===== src/rtl/stego_extract_ctrl.sv =====
// LSB-steganography extraction controller: walks a byte-wide image RAM, rebuilds each message
// byte from 8 consecutive LSBs and streams it out over valid/ready.
module stego_extract_ctrl #(
  parameter int unsigned ADDR_W = 16,
  parameter int unsigned LEN_W  = 8
) (
  input  logic              clk,
  input  logic              rst_n,
  input  logic              start,
  input  logic              abort,
  input  logic [ADDR_W-1:0] base_addr,
  input  logic [LEN_W-1:0]  msg_len,
  input  logic              term_en,
  output logic              mem_rd_en,
  output logic [ADDR_W-1:0] mem_addr,
  input  logic [7:0]        mem_rdata,
  output logic [7:0]        out_byte,
  output logic              out_valid,
  input  logic              out_ready,
  output logic              busy,
  output logic              done,
  output logic [LEN_W-1:0]  byte_count
);

  typedef enum logic [2:0] {StIdle, StFetch, StDrain, StEmit, StFin} state_e;

  state_e            state_q, state_d;
  logic [ADDR_W-1:0] ptr_q, ptr_d;
  logic [2:0]        bit_q, bit_d;
  logic [7:0]        shift_q, shift_d;
  logic [LEN_W-1:0]  len_q, len_d;
  logic [LEN_W-1:0]  cnt_q, cnt_d;
  logic              term_q, term_d;
  logic              done_q, done_d;
  logic              hs;
  logic              last_byte;
  logic [LEN_W-1:0]  cnt_inc;

  assign hs        = (state_q == StEmit) && out_ready;
  assign cnt_inc   = cnt_q + LEN_W'(1);
  assign last_byte = (cnt_inc == len_q) || (term_q && (shift_q == 8'h00));

  // State register
  always_ff @(posedge clk or negedge rst_n) begin
    if (!rst_n) begin
      state_q <= StIdle;
    end else begin
      state_q <= state_d;
    end
  end

  // Next-state logic; abort overrides every transition outside idle
  always_comb begin
    state_d = state_q;
    case (state_q)
      StIdle:  if (start) state_d = (msg_len == '0) ? StFin : StFetch;
      StFetch: if (bit_q == 3'd7) state_d = StDrain;
      StDrain: state_d = StEmit;
      StEmit:  if (hs) state_d = last_byte ? StFin : StFetch;
      StFin:   state_d = StIdle;
      default: state_d = StIdle;
    endcase
    if (abort && (state_q != StIdle)) state_d = StIdle;
  end

  // Datapath: read pointer, bit index, shift register, latched transfer parameters
  always_comb begin
    ptr_d   = ptr_q;
    bit_d   = bit_q;
    shift_d = shift_q;
    len_d   = len_q;
    term_d  = term_q;
    cnt_d   = cnt_q;
    case (state_q)
      StIdle: begin
        if (start) begin
          ptr_d  = base_addr;
          len_d  = msg_len;
          term_d = term_en;
          cnt_d  = '0;
          bit_d  = '0;
        end
      end
      StFetch: begin
        ptr_d = ptr_q + ADDR_W'(1);
        bit_d = bit_q + 3'd1;
        // RAM data lags the address by one cycle, so this cycle's LSB belongs to bit k-1
        if (bit_q != 3'd0) shift_d[bit_q - 3'd1] = mem_rdata[0];
      end
      StDrain: shift_d[7] = mem_rdata[0];
      StEmit:  if (hs) cnt_d = cnt_inc;
      default: ;
    endcase
    done_d = (state_q == StFin) && !abort;
  end

  always_ff @(posedge clk or negedge rst_n) begin
    if (!rst_n) begin
      ptr_q   <= '0;
      bit_q   <= '0;
      shift_q <= '0;
      len_q   <= '0;
      term_q  <= 1'b0;
      cnt_q   <= '0;
      done_q  <= 1'b0;
    end else begin
      ptr_q   <= ptr_d;
      bit_q   <= bit_d;
      shift_q <= shift_d;
      len_q   <= len_d;
      term_q  <= term_d;
      cnt_q   <= cnt_d;
      done_q  <= done_d;
    end
  end

  // Outputs
  always_comb begin
    mem_rd_en  = (state_q == StFetch);
    mem_addr   = ptr_q;
    out_valid  = (state_q == StEmit);
    out_byte   = shift_q;
    busy       = (state_q != StIdle);
    done       = done_q;
    byte_count = cnt_q;
  end

endmodule


===== config.mk =====
export PLATFORM = sky130hd
export DESIGN_NAME = stego_extract_ctrl
export DESIGN_NICKNAME = d
export VERILOG_FILES = /design/src/rtl/stego_extract_ctrl.sv
export SDC_FILE = /design/constraint.sdc
export NUM_CORES = 1
export LEC_CHECK = 0
export ABC_AREA = 1
export CORE_MARGIN = 2
export CORE_UTILIZATION = 46
export CTS_BUF_LIST = sky130_fd_sc_hd__clkbuf_8
export DETAILED_ROUTE_END_ITERATION = 8
export PLACE_DENSITY = 0.79
export SLEW_MARGIN = 20
export SYNTH_ARGS = -nofsm -noshare
export SYNTH_HDL_FRONTEND = slang
export SYNTH_SLANG_ARGS = --single-unit

===== constraint.sdc =====
create_clock -name clk -period 1.56 [get_ports clk]
set_input_delay 0.234 -clock clk [delete_from_list [all_inputs] [get_ports clk]]
set_output_delay 0.234 -clock clk [all_outputs]
set_load 0.05 [all_outputs]

## After elaboration in Yosys (flattened, before gate mapping)

Cells that the tools add are included.

| storage, ports and cells | value |
|---|---|
| register bits | 48 |
| input bits | 38 |
| output and inout port bits | 36 |
| logic and storage cells | 67 |

| operators by class | value |
|---|---|
| $add $sub $neg | 4 |
| order comparisons | 2 |
| equality and inequality tests | 12 |
| multiplexer cells | 19 |
| reduce and logical (&&, ||, !) cells | 21 |

Operator list:

| operator | count |
|---|---|
| case mux 16 bit (2 select lines) | 1 |
| two-way mux 8 bit | 3 |
| two-way mux 3 bit | 7 |
| adder 16 x 1 -> 16 bit (second input constant) | 1 |
| logical NOT 8 bit | 2 |
| two-way mux 16 bit | 1 |
| case mux 8 bit (2 select lines) | 1 |
| case mux 3 bit (4 select lines) | 1 |
| adder 8 x 1 -> 8 bit (second input constant) | 1 |
| bitwise mux 8 bit | 1 |
| == test 8 bit | 1 |
| AND reduction 2 bit | 4 |
| == test 3 x 2 -> 1 bit (second input constant) | 2 |
| == test 3 bit (second input constant) | 2 |
| inequality test 3 x 1 -> 1 bit (second input constant) | 2 |
| case mux 3 bit (2 select lines) | 1 |
| AND reduction 3 bit | 2 |
| nonzero test 2 bit | 3 |
| nonzero test 3 bit | 2 |
| logical AND 1 bit | 5 |
| < comparator 3 x 4 -> 1 bit (second input constant) | 1 |
| inequality test 2 x 1 -> 1 bit (second input constant) | 2 |
| adder 3 x 1 -> 3 bit (second input constant) | 1 |
| demux 1 bit (select 3 bit) | 1 |
| 10 further kinds | 10 |

## Logic depth before layout (Yosys ltp)

| depth | value |
|---|---|
| word-level depth | 8 |
| mapped depth | 14 |
| gate-level depth less buffers | 14 |

## Worst setup path after synthesis

OpenSTA, ideal clock, no wires.

| timing | value |
|---|---|
| kind | reg2reg |
| start point | register state_q[0] |
| end point | register cnt_q[1] (netlist: byte_count[1]) |
| setup time | 0.129 ns |
| arrival time | 1.862 ns |
| required time | 1.431 ns |
| path slack | -0.431 ns |
| stages on the path, launching flop included | 6 |
| path buffers | 0 |
| period minus slack after synthesis | 1.991 ns |
| path through | dfrtp_1 > inv_1 > nor3_2 > nand2_1 > nand2_2 > o21ai_0 |

| between the ends | value |
|---|---|
| word-level cells in the longest chain between the ends | 4 |
| elaborated cells on any way between the ends | 8 |
| classes of those cells | eq/ne: 3; mux: 1; reduce/logical: 4 |

Ends and longest elaborated chain:

| what | line | source |
|---|---|---|
| start, declared | 27 | `state_e state_q, state_d;` |
| start signal, assigned | 46 | `state_q <= StIdle;` |
| start signal, assigned | 48 | `state_q <= state_d;` |
| == test 3 x 2 -> 1 bit * | n/a |  |
| via out_valid | 18 | `output logic out_valid,` |
| logical AND 1 bit | 39 | `assign hs = (state_q == StEmit) && out_ready;` |
| inequality test 2 x 1 -> 1 bit (no source line) | n/a |  |
| AND reduction 3 bit (no source line) | n/a |  |
| end signal, assigned | 112 | `cnt_q <= cnt_d;` |
| end, declared | 32 | `logic [LEN_W-1:0] cnt_q, cnt_d;` |

Mark *: on every way through the listed nets, which the timed path passes. The rest lies on a longest branch.
A chain may end at the register's enable or synchronous reset.

## Worst setup path after layout

| timing | value |
|---|---|
| start point | register cnt_q[1] (netlist: byte_count[1]) |
| end point | register state_q[2] |

| between the ends | value |
|---|---|
| word-level cells in the longest chain between the ends | 7 |

Ends and longest elaborated chain:

| what | line | source |
|---|---|---|
| adder 8 x 1 -> 8 bit | 40 | `assign cnt_inc = cnt_q + LEN_W'(1);` |
| == test 8 bit | 41 | `assign last_byte = (cnt_inc == len_q) \|\| (term_q && (shift_q == 8'h00));` |
| logical OR 1 bit | 41 |  |
| two-way mux 3 bit (2 in a row) | 59 | `StEmit: if (hs) state_d = last_byte ? StFin : StFetch;` |
| case mux 3 bit (4 select lines) | 55 | `case (state_q)` |
| two-way mux 3 bit | 63 | `if (abort && (state_q != StIdle)) state_d = StIdle;` |

Every way passes these cells. The select of a mux whose other input is x is not followed.

==> flow_metrics.tcl <==
set metrics [dict create \
    critPathCaptureType "register" \
    crit_required_ps 1790 \
    grt_pass1_wl_um 12900 \
    drv_slew 0 \
    cts_tree "built" \
    skew_ps 11.8 \
    synth_seq_cells 48 \
    fmax_mhz 589 \
    powerDensity_nw_per_um2 2110 \
    reg2reg_slack_ps -140 \
    outcome "complete, but fails checks" \
    die_h_um 82.0 \
    hold_class "in2async" \
    netlist_area_um2 2800 \
    clk_latency_ps 310 \
    clockBufferDepth 2 \
    num_vias 2980 \
    wl_per_cell_um 14.7 \
    min_period_ps 1700 \
    placeableCoreArea_um2 5920 \
    antenna_found_initial 0 \
    synth_cell_type_count 35 \
    synth_nets 409 \
    grt_usage_pct 25.0 \
    drt-total-wl_um 8070 \
    route.detailed.drc 0 \
    io_pins 74 \
    rsz0062_at_grt "yes" \
    pre_cts_ws_ps -111 \
    area_growth_syn_to_layout_pct 53.6 \
    io_buffers 66 \
    peakVddDrop_mv 1.66 \
    htree_num_levels 2 \
    die_area_um2 6730 \
    clk_pin_slew_ps 100 \
    overflow 0 \
    period_share_pct 109 \
    fin_tns_setup_ps -249 \
    worstMarginPinSlew_ps 482 \
    grt_pass1_vias 2844 \
    drt-initial-drc-count 143 \
    violations "negative setup slack" \
    clock_sinks 48 \
    numCtsBuffers 5 \
    drtAntennaViolNets 0 \
    grt_max_degree 49 \
    power_leakage_nw 1.94 \
    synthCells 365 \
    dp_hpwl_um 5640 \
    ys_seq_area_share_pct 42.9 \
    placed_area_um2 3900 \
    fin_util_pct 72.7 \
    worstSetupStartpointType "register" \
    regToRegStartpoint "byte_count[1]" \
    synth.avg_cell_area_um2 7.68 \
    setup-violations-final 3 \
    timing.final.ws_setup_ps -137 \
    slew_headroom_pct 67.6 \
    timing.hold.ws_ps 416 \
    worst_r2r_endpoint "state_q[2]" \
    vias_per_cell 5.41 \
    drv_cap 0 \
    start_util_pct 47.3 \
    rows 28 \
    antenna_cells 0 \
    nNetsFinal 519 \
    die_x_um 82.0 \
    critPathMaxFanout 3 \
    synth_warnings 0 \
    fin_area_um2 4300 \
    gp_congestion 0.952 \
    hold_violations 0 \
    dr.pass1.iters 4 \
    crit_arrival_ps 1930 \
    cts-root-buf "clkbuf_8" \
    r2r_cells 10 \
    path_class "reg2reg" \
    drive_gt1_share_pct 34.9 \
]
-- report_power, final --
| group | internal (W) | total [W] | leakage, nW | switching, W |
|---|---|---|---|---|
| clock | 0.000646 | 0.00111 | 0.0687 | 0.000465 |
| sequential | 0.00178 | 0.00231 | 0.565 | 0.000539 |
| combinational | 0.00220 | 0.00565 | 1.30 | 0.00344 |
-- layer usage --
layer	GRT usage (%)	part of all wire, %
met5	0	0
met4	10.7	2.4
met3	5.60	5.3
met2	42.2	51
met1	30.7	41
-- cells in the final DEF, fill, tap and decap left out, types with 16 or more instances in the layout --
cell type and n:
buf_4 60, dfrtp_2 18, nand2_1 73, o21ai_0 16, inv_1 31, nor2_1 21
clkdlybuf4s50_1 29, nand3_1 29, a21oi_1 18, dfrtp_1 30
-- area by class of cell --
cell class	count	area (um2)
Fill cell	446	1620
Multi-Input combinational cell	269	1600
Sequential cell	48	1220
Timing Repair Buffer	109	1080
Inverter	42	163
Tap cell	75	93.8
Clock buffer	5	68.8
Clock inverter	3	68.8
-- worst max-delay path: stages (launching register included) --
cell and delay, ps:
dfrtp_2 440, ha_4 290, xnor2_2 100, nand2_1 60, nor2_1 140, nand2_1 80
nor2_2 120, nand3_2 100, nand2_2 80, nand2_2 60, a21oi_2 140
-- cells by family (layout without fill, tap and decap cells) --
family | count (synthesis) | after routing | share of synthesized area [%]
and+or+nand+nor | 188 | 188 | 31.5
xor gates and xnor gates | 6 | 6 | 1.88
DFF | 48 | 48 | 42.9
adders and majority gates | 6 | 6 | 2.68
buffers and inverters | 48 | 159 | 6.88
AOI/OAI and AO/OA | 69 | 69 | 14.2
-- repair_timing --
item,in CTS,in global routing
hold buffers,1,0
hold endpoints to repair,48,0
setup endpoints to repair,7,13
resized for setup,13,32
buffers inserted,4,10
pin swaps,2,17
-- sequential cells by signal, summed over array words and instances (netlist names) --
name and flops:
state_q 3, out_byte 8, len_q 8, mem_addr 16, bit_q 3, done 1, byte_count 8, term_q 1
-- worst max-delay path by stage --
| stage | start | to | slack, ps | cells after the start |
|---|---|---|---|---|
| 2_1_floorplan | byte_count[0] | state_q[0] | -110 | 12 |
| 3_3_place_gp | msg_len[1] | state_q[0] | -100 | 8 |
| 3_5_place_dp | msg_len[1] | state_q[0] | -110 | 8 |
| 4_1_cts | byte_count[1] | state_q[2] | -80 | 10 |
| 5_1_grt | byte_count[0] | state_q[2] | -280 | 11 |
| 6_report | byte_count[1] | state_q[2] | -140 | 10 |
-- cell usage after synthesis, drive strengths merged --
cell type | n | area, um2
nand2 | 89 | 347
clkbuf | 1 | 3.75
ha | 6 | 75.1
a31oi | 8 | 50.1
nand4 | 4 | 25.0
a21oi | 20 | 104
inv | 42 | 158
o21ai | 22 | 110
o211ai | 6 | 45.0
a211oi | 1 | 7.51
nand3 | 37 | 190
xnor2 | 2 | 17.5
dfrtp | 48 | 1200
or2 | 3 | 18.8
o311a | 1 | 10.0
buf | 5 | 31.3
nor2 | 37 | 193
nor4 | 5 | 31.3
o22ai | 9 | 56.3
xor2 | 4 | 35.0
o21bai | 1 | 7.51
and2 | 2 | 12.5
a22oi | 1 | 7.51
nor3 | 11 | 65.1
-- stage by stage --
step | total power, W | instances
global route | 0.00963 | 551
CTS | 0.00868 | 541
detailed placement | 0.00736 | 528
floorplan | 0.00553 | 365
finish | 0.00907 | 551
global placement | 0.00723 | 528
(Power assumes the default switching activity.)
